File: src/rtl/demux1to4_stream.sv
// Registered 1-to-4 stream demux; each packet is locked to the channel its first beat selects.
// One-cycle latency; in_ready follows the routed channel's slot (empty or draining), independent of in_valid.
module demux1to4_stream #(
    parameter int WIDTH = 8
) (
    input  logic             clk,
    input  logic             rst_n,
    input  logic [WIDTH-1:0] in_data,
    input  logic [1:0]       in_sel,
    input  logic             in_last,
    input  logic             in_valid,
    output logic             in_ready,
    output logic [WIDTH-1:0] out_data0,
    output logic [WIDTH-1:0] out_data1,
    output logic [WIDTH-1:0] out_data2,
    output logic [WIDTH-1:0] out_data3,
    output logic [3:0]       out_last,
    output logic [3:0]       out_valid,
    input  logic [3:0]       out_ready,
    output logic             busy,
    output logic [1:0]       cur_sel
);

    typedef enum logic {
        IDLE = 1'b0,
        PKT  = 1'b1
    } state_t;

    typedef struct packed {
        logic             last;
        logic [WIDTH-1:0] dat;
    } beat_t;

    state_t           state_q, state_d;
    logic [1:0]       sel_q, sel_d;
    beat_t [3:0]      beat_q, beat_d;
    logic [3:0]       vld_q, vld_d;
    logic [1:0]       route;
    logic             accept;

    // Route is only taken from in_sel on a packet's first beat.
    always_comb begin
        route    = (state_q == IDLE) ? in_sel : sel_q;
        in_ready = ~vld_q[route] | out_ready[route];
        accept   = in_valid & in_ready;
        state_d  = state_q;
        sel_d    = sel_q;
        if (accept) begin
            if (state_q == IDLE) begin
                sel_d   = in_sel;
                state_d = in_last ? IDLE : PKT;
            end else if (in_last) begin
                state_d = IDLE;
            end
        end
    end

    // Load wins over drain so a full slot can turn over every cycle.
    always_comb begin
        beat_d = beat_q;
        vld_d  = vld_q;
        for (int i = 0; i < 4; i++) begin
            if (accept && (route == 2'(i))) begin
                beat_d[i] = '{last: in_last, dat: in_data};
                vld_d[i]  = 1'b1;
            end else if (out_ready[i]) begin
                vld_d[i]  = 1'b0;
            end
        end
    end

    always_ff @(posedge clk) begin
        if (!rst_n) begin
            state_q <= IDLE;
            sel_q   <= '0;
            beat_q  <= '0;
            vld_q   <= '0;
        end else begin
            state_q <= state_d;
            sel_q   <= sel_d;
            beat_q  <= beat_d;
            vld_q   <= vld_d;
        end
    end

    assign out_data0 = beat_q[0].dat;
    assign out_data1 = beat_q[1].dat;
    assign out_data2 = beat_q[2].dat;
    assign out_data3 = beat_q[3].dat;
    assign out_last  = {beat_q[3].last, beat_q[2].last, beat_q[1].last, beat_q[0].last};
    assign out_valid = vld_q;
    assign busy      = (state_q == PKT);
    assign cur_sel   = sel_q;

endmodule

File: config.mk
export PLATFORM = sky130hd
export DESIGN_NAME = demux1to4_stream
export DESIGN_NICKNAME = d
export VERILOG_FILES = /design/src/rtl/demux1to4_stream.sv
export SDC_FILE = /design/constraint.sdc
export NUM_CORES = 1
export LEC_CHECK = 0
export CORE_MARGIN = 10
export CORE_UTILIZATION = 40
export CTS_CLUSTER_DIAMETER = 150
export DETAILED_ROUTE_END_ITERATION = 7
export HOLD_SLACK_MARGIN = 0.03
export MAX_ROUTING_LAYER = met4
export PLACE_DENSITY = 0.77
export SLEW_MARGIN = 5
export SYNTH_ARGS = -nofsm -noshare
export SYNTH_HDL_FRONTEND = slang
export SYNTH_SLANG_ARGS = --single-unit
File: constraint.sdc
create_clock -name clk -period 1.6 [get_ports clk]
set_input_delay 0.32 -clock clk [delete_from_list [all_inputs] [get_ports clk]]
set_output_delay 0.32 -clock clk [all_outputs]
set_load 0.01 [all_outputs]
==> impl_metrics.py <==
metrics = {
    "run_status": {
        "outcome": "finished, violations left",
        "violations": "setup timing",
    },
    "setup_path": {
        "cp_max_fo": 3,
        "reg2reg_to": "cur_sel[0]",
        "crit_path_end_kind": "output pin",
        "critPathRequiredTime_ns": 1.28,
        "r2r_start": "busy",
        "reg2reg_depth": 6,
        "critPathKind": "reg -> out",
        "worstSetupStartpointType": "flip-flop",
        "r2r_setup_slack_ns": -0.06,
        "critPathArrivalTime_ns": 1.41,
        "crit_start": "busy",
        "endpoint": "in_ready",
    },
    "grt": {
        "track_usage_pct": 12.71,
        "overflow": 0,
        "grt_antenna_before_repair": 0,
        "grt_pass1_vias": 1450,
        "grt_max_degree": 22,
        "grt_pass1_wl_um": 7417,
    },
    "yosys": {
        "synth_compound_area_share_pct": 4.681,
        "yosys.cell_count.top_type": "dfxtp_1",
        "syn_area_um2": 1764,
        "synth_fp_nets": 175,
        "ys_ff_latch": 43,
        "ys_top_cells_by_area": "dfxtp_1 (49%), mux2i_1 (23%), nor2b_1 (13%), a21boi_0 (1.7%), buf_4 (1.7%)",
        "yosys.area_share.simple_pct": 17.80,
        "synth_top_family_by_area": "multiplexers",
        "yosysTopAreaCellShare_pct": 48.79,
        "synth.avg_cell_area_um2": 11.24,
        "synth_adder_area_share_pct": 0,
        "synthFlopType": "dfxtp_1",
        "async_flop_share_pct": 0,
        "yosysWarningCount": 0,
        "synth_edf_count": 0,
        "synth.area.mux_share_pct": 25.74,
        "ys_top_cells_by_count": "dfxtp_1 (43), mux2i_1 (40), nor2b_1 (36)",
        "seq_area_frac_synth_pct": 48.79,
        "yosysTopAreaCell": "dfxtp_1",
        "synth_cell_type_count": 21,
        "synth_xor_area_share_pct": 0,
        "synth_cells": 157,
    },
    "placement": {
        "placed_cell_area_um2": 2585,
        "io_buffers": 61,
        "gp_congestion": 0.7635,
        "dp_hpwl_um": 3493,
    },
    "sta": {
        "finalHoldViolCount": 0,
        "slew_headroom_pct": 83.43,
        "setup_slack_ns": -0.1257,
        "whs_ns": 0.4807,
        "worst_pin_slew_ns": 0.2437,
        "setup_violations": 6,
        "fin_skew_ns": 0.006729,
        "fmax_ghz": 0.5795,
        "min_period_ns": 1.726,
        "rsz0062_at_grt": "true",
        "maxSlewViolCount": 0,
        "finalCritPeriodShare_pct": 107.9,
    },
    "route": {
        "drc": 0,
        "antenna_left": 0,
        "routed_wl_um": 4543,
        "vias": 1356,
        "drtIter0Drc": 34,
        "first_pass_iters": 4,
        "wl_per_cell_um": 15.67,
        "vias_per_cell": 4.676,
    },
    "run": {
        "drv_cap": 0,
    },
    "min_path": {
        "hp-class": "in -> reg",
        "hold_start": "in_sel[0]",
    },
    "cts": {
        "cts_buffers": 5,
        "clockBufferDepth": 2,
        "cts.root.buffer_cell": "clkbuf_8",
        "clkLatencyLatePin_ns": 0.29,
        "clk_pin_slew_ns": 0.08,
        "cts_sinks": 43,
        "cts_tree": "built",
        "htreeDepth": 2,
        "hold_buffers": 0,
    },
    "pwr": {
        "power_leakage_nw": 1.218,
        "ir_worst_vdd_mv": 0.5339,
        "finalPower_mw": 2.299,
        "power_density_nw_per_um2": 844.0,
    },
    "floorplan": {
        "io_pins": 62,
        "die_h_um": 86.41,
        "die-width_um": 86.41,
        "core_um2": 4324,
        "initial_core_util_pct": 40.80,
        "dieArea_um2": 7467,
        "rows": 24,
    },
    "final_layout": {
        "area_growth_pct": 54.40,
        "fin_area_um2": 2724,
        "nNetsFinal": 255,
        "diodes": 0,
        "drive_gt1_share_pct": 17.65,
    },
}
==> where the power goes <==
part	switching (mW)	internal, mW	total, mW
Combinational	0.196	0.282	0.478
Clock	0.361	0.305	0.666
Sequential	0.0322	1.12	1.16
==> placed cells by master, fill, tap and decap left out, types with 2 or more instances in the layout <==
cell	n
clkdlybuf4s50_1	56
nand4_1	2
nand3_2	3
nand2_1	4
mux2_4	2
buf_12	2
nand2b_1	4
dlygate4sd2_1	4
mux2i_4	2
a21boi_0	4
buf_6	7
nor2b_1	36
o21ai_1	2
clkbuf_8	5
buf_4	12
dfxtp_1	41
mux2i_1	39
==> per-stage QoR <==
stage	TNS, ns	utilization [%]	worst slack, ns	cells
5_1_grt	-2.850	62.99	-0.2654	290
6_report	-0.2516	62.99	-0.1257	290
4_1_cts	-0.3913	61.69	-0.1427	289
3_5_place_dp	-11.90	59.78	-0.5271	281
2_1_floorplan	0	-	0.02734	157
3_3_place_gp	-10.30	59.78	-0.4966	281
==> worst max-delay path: stages, from the launching register on <==
cell and delay, ns:
dfxtp_4 0.39, mux2i_4 0.29, mux2i_1 0.21, mux2i_1 0.08
buf_2 0.14
==> worst min path at each step <==
stage / to / slack, ns / cells past startpoint
3_3_place_gp: out_last[3] / 0.50 / 2
5_1_grt: cur_sel[0] / 0.50 / 2
6_report: cur_sel[0] / 0.48 / 2
2_1_floorplan: cur_sel[0] / 0.48 / 1
3_5_place_dp: out_data1[4] / 0.51 / 2
4_1_cts: cur_sel[0] / 0.48 / 2
==> timing repair <==
| action | in CTS | in global routing |
|---|---|---|
| gates cloned | 0 | 0 |
| gates resized for setup | 11 | 14 |
| pin swaps | 0 | 7 |
| setup buffers | 0 | 1 |
| endpoints found under the setup margin | 13 | 35 |
==> metal layers <==
layer / global-route usage [%] / vias up / share of wire (%)
met3: 4.690 / 7 / 7.2
met1: 14.60 / 619 / 43
met4: 5.302 / 0 / 1.7
met2: 19.53 / 36 / 49
met5: - / - / 0
li1: - / 694 / -
==> area by class of cell <==
class                           count  area (um^2)
Fill cell                         365         1600
Timing Repair Buffer               82        809.5
Multi-Input combinational cell    104        894.6
Tap cell                           52        65.06
Clock inverter                      2        12.51
Sequential cell                    43        865.8
Inverter                            1        3.754
Clock buffer                        6        72.57
==> cells by family after synthesis <==
| group | Yosys count |
|---|---|
| AND/OR/NAND/NOR | 51 |
| multiplexers | 44 |
| flip-flops | 43 |
| buffers and inverters | 10 |
| AO/OA/AOI/OAI | 9 |
==> registers in the layout, indices dropped and copies added (netlist names) <==
register,flops
out_last,4
out_data3,8
out_data1,8
out_valid,4
busy,1
out_data0,8
cur_sel,2
out_data2,8
No activity file was read; power rests on OpenSTA's default activity.
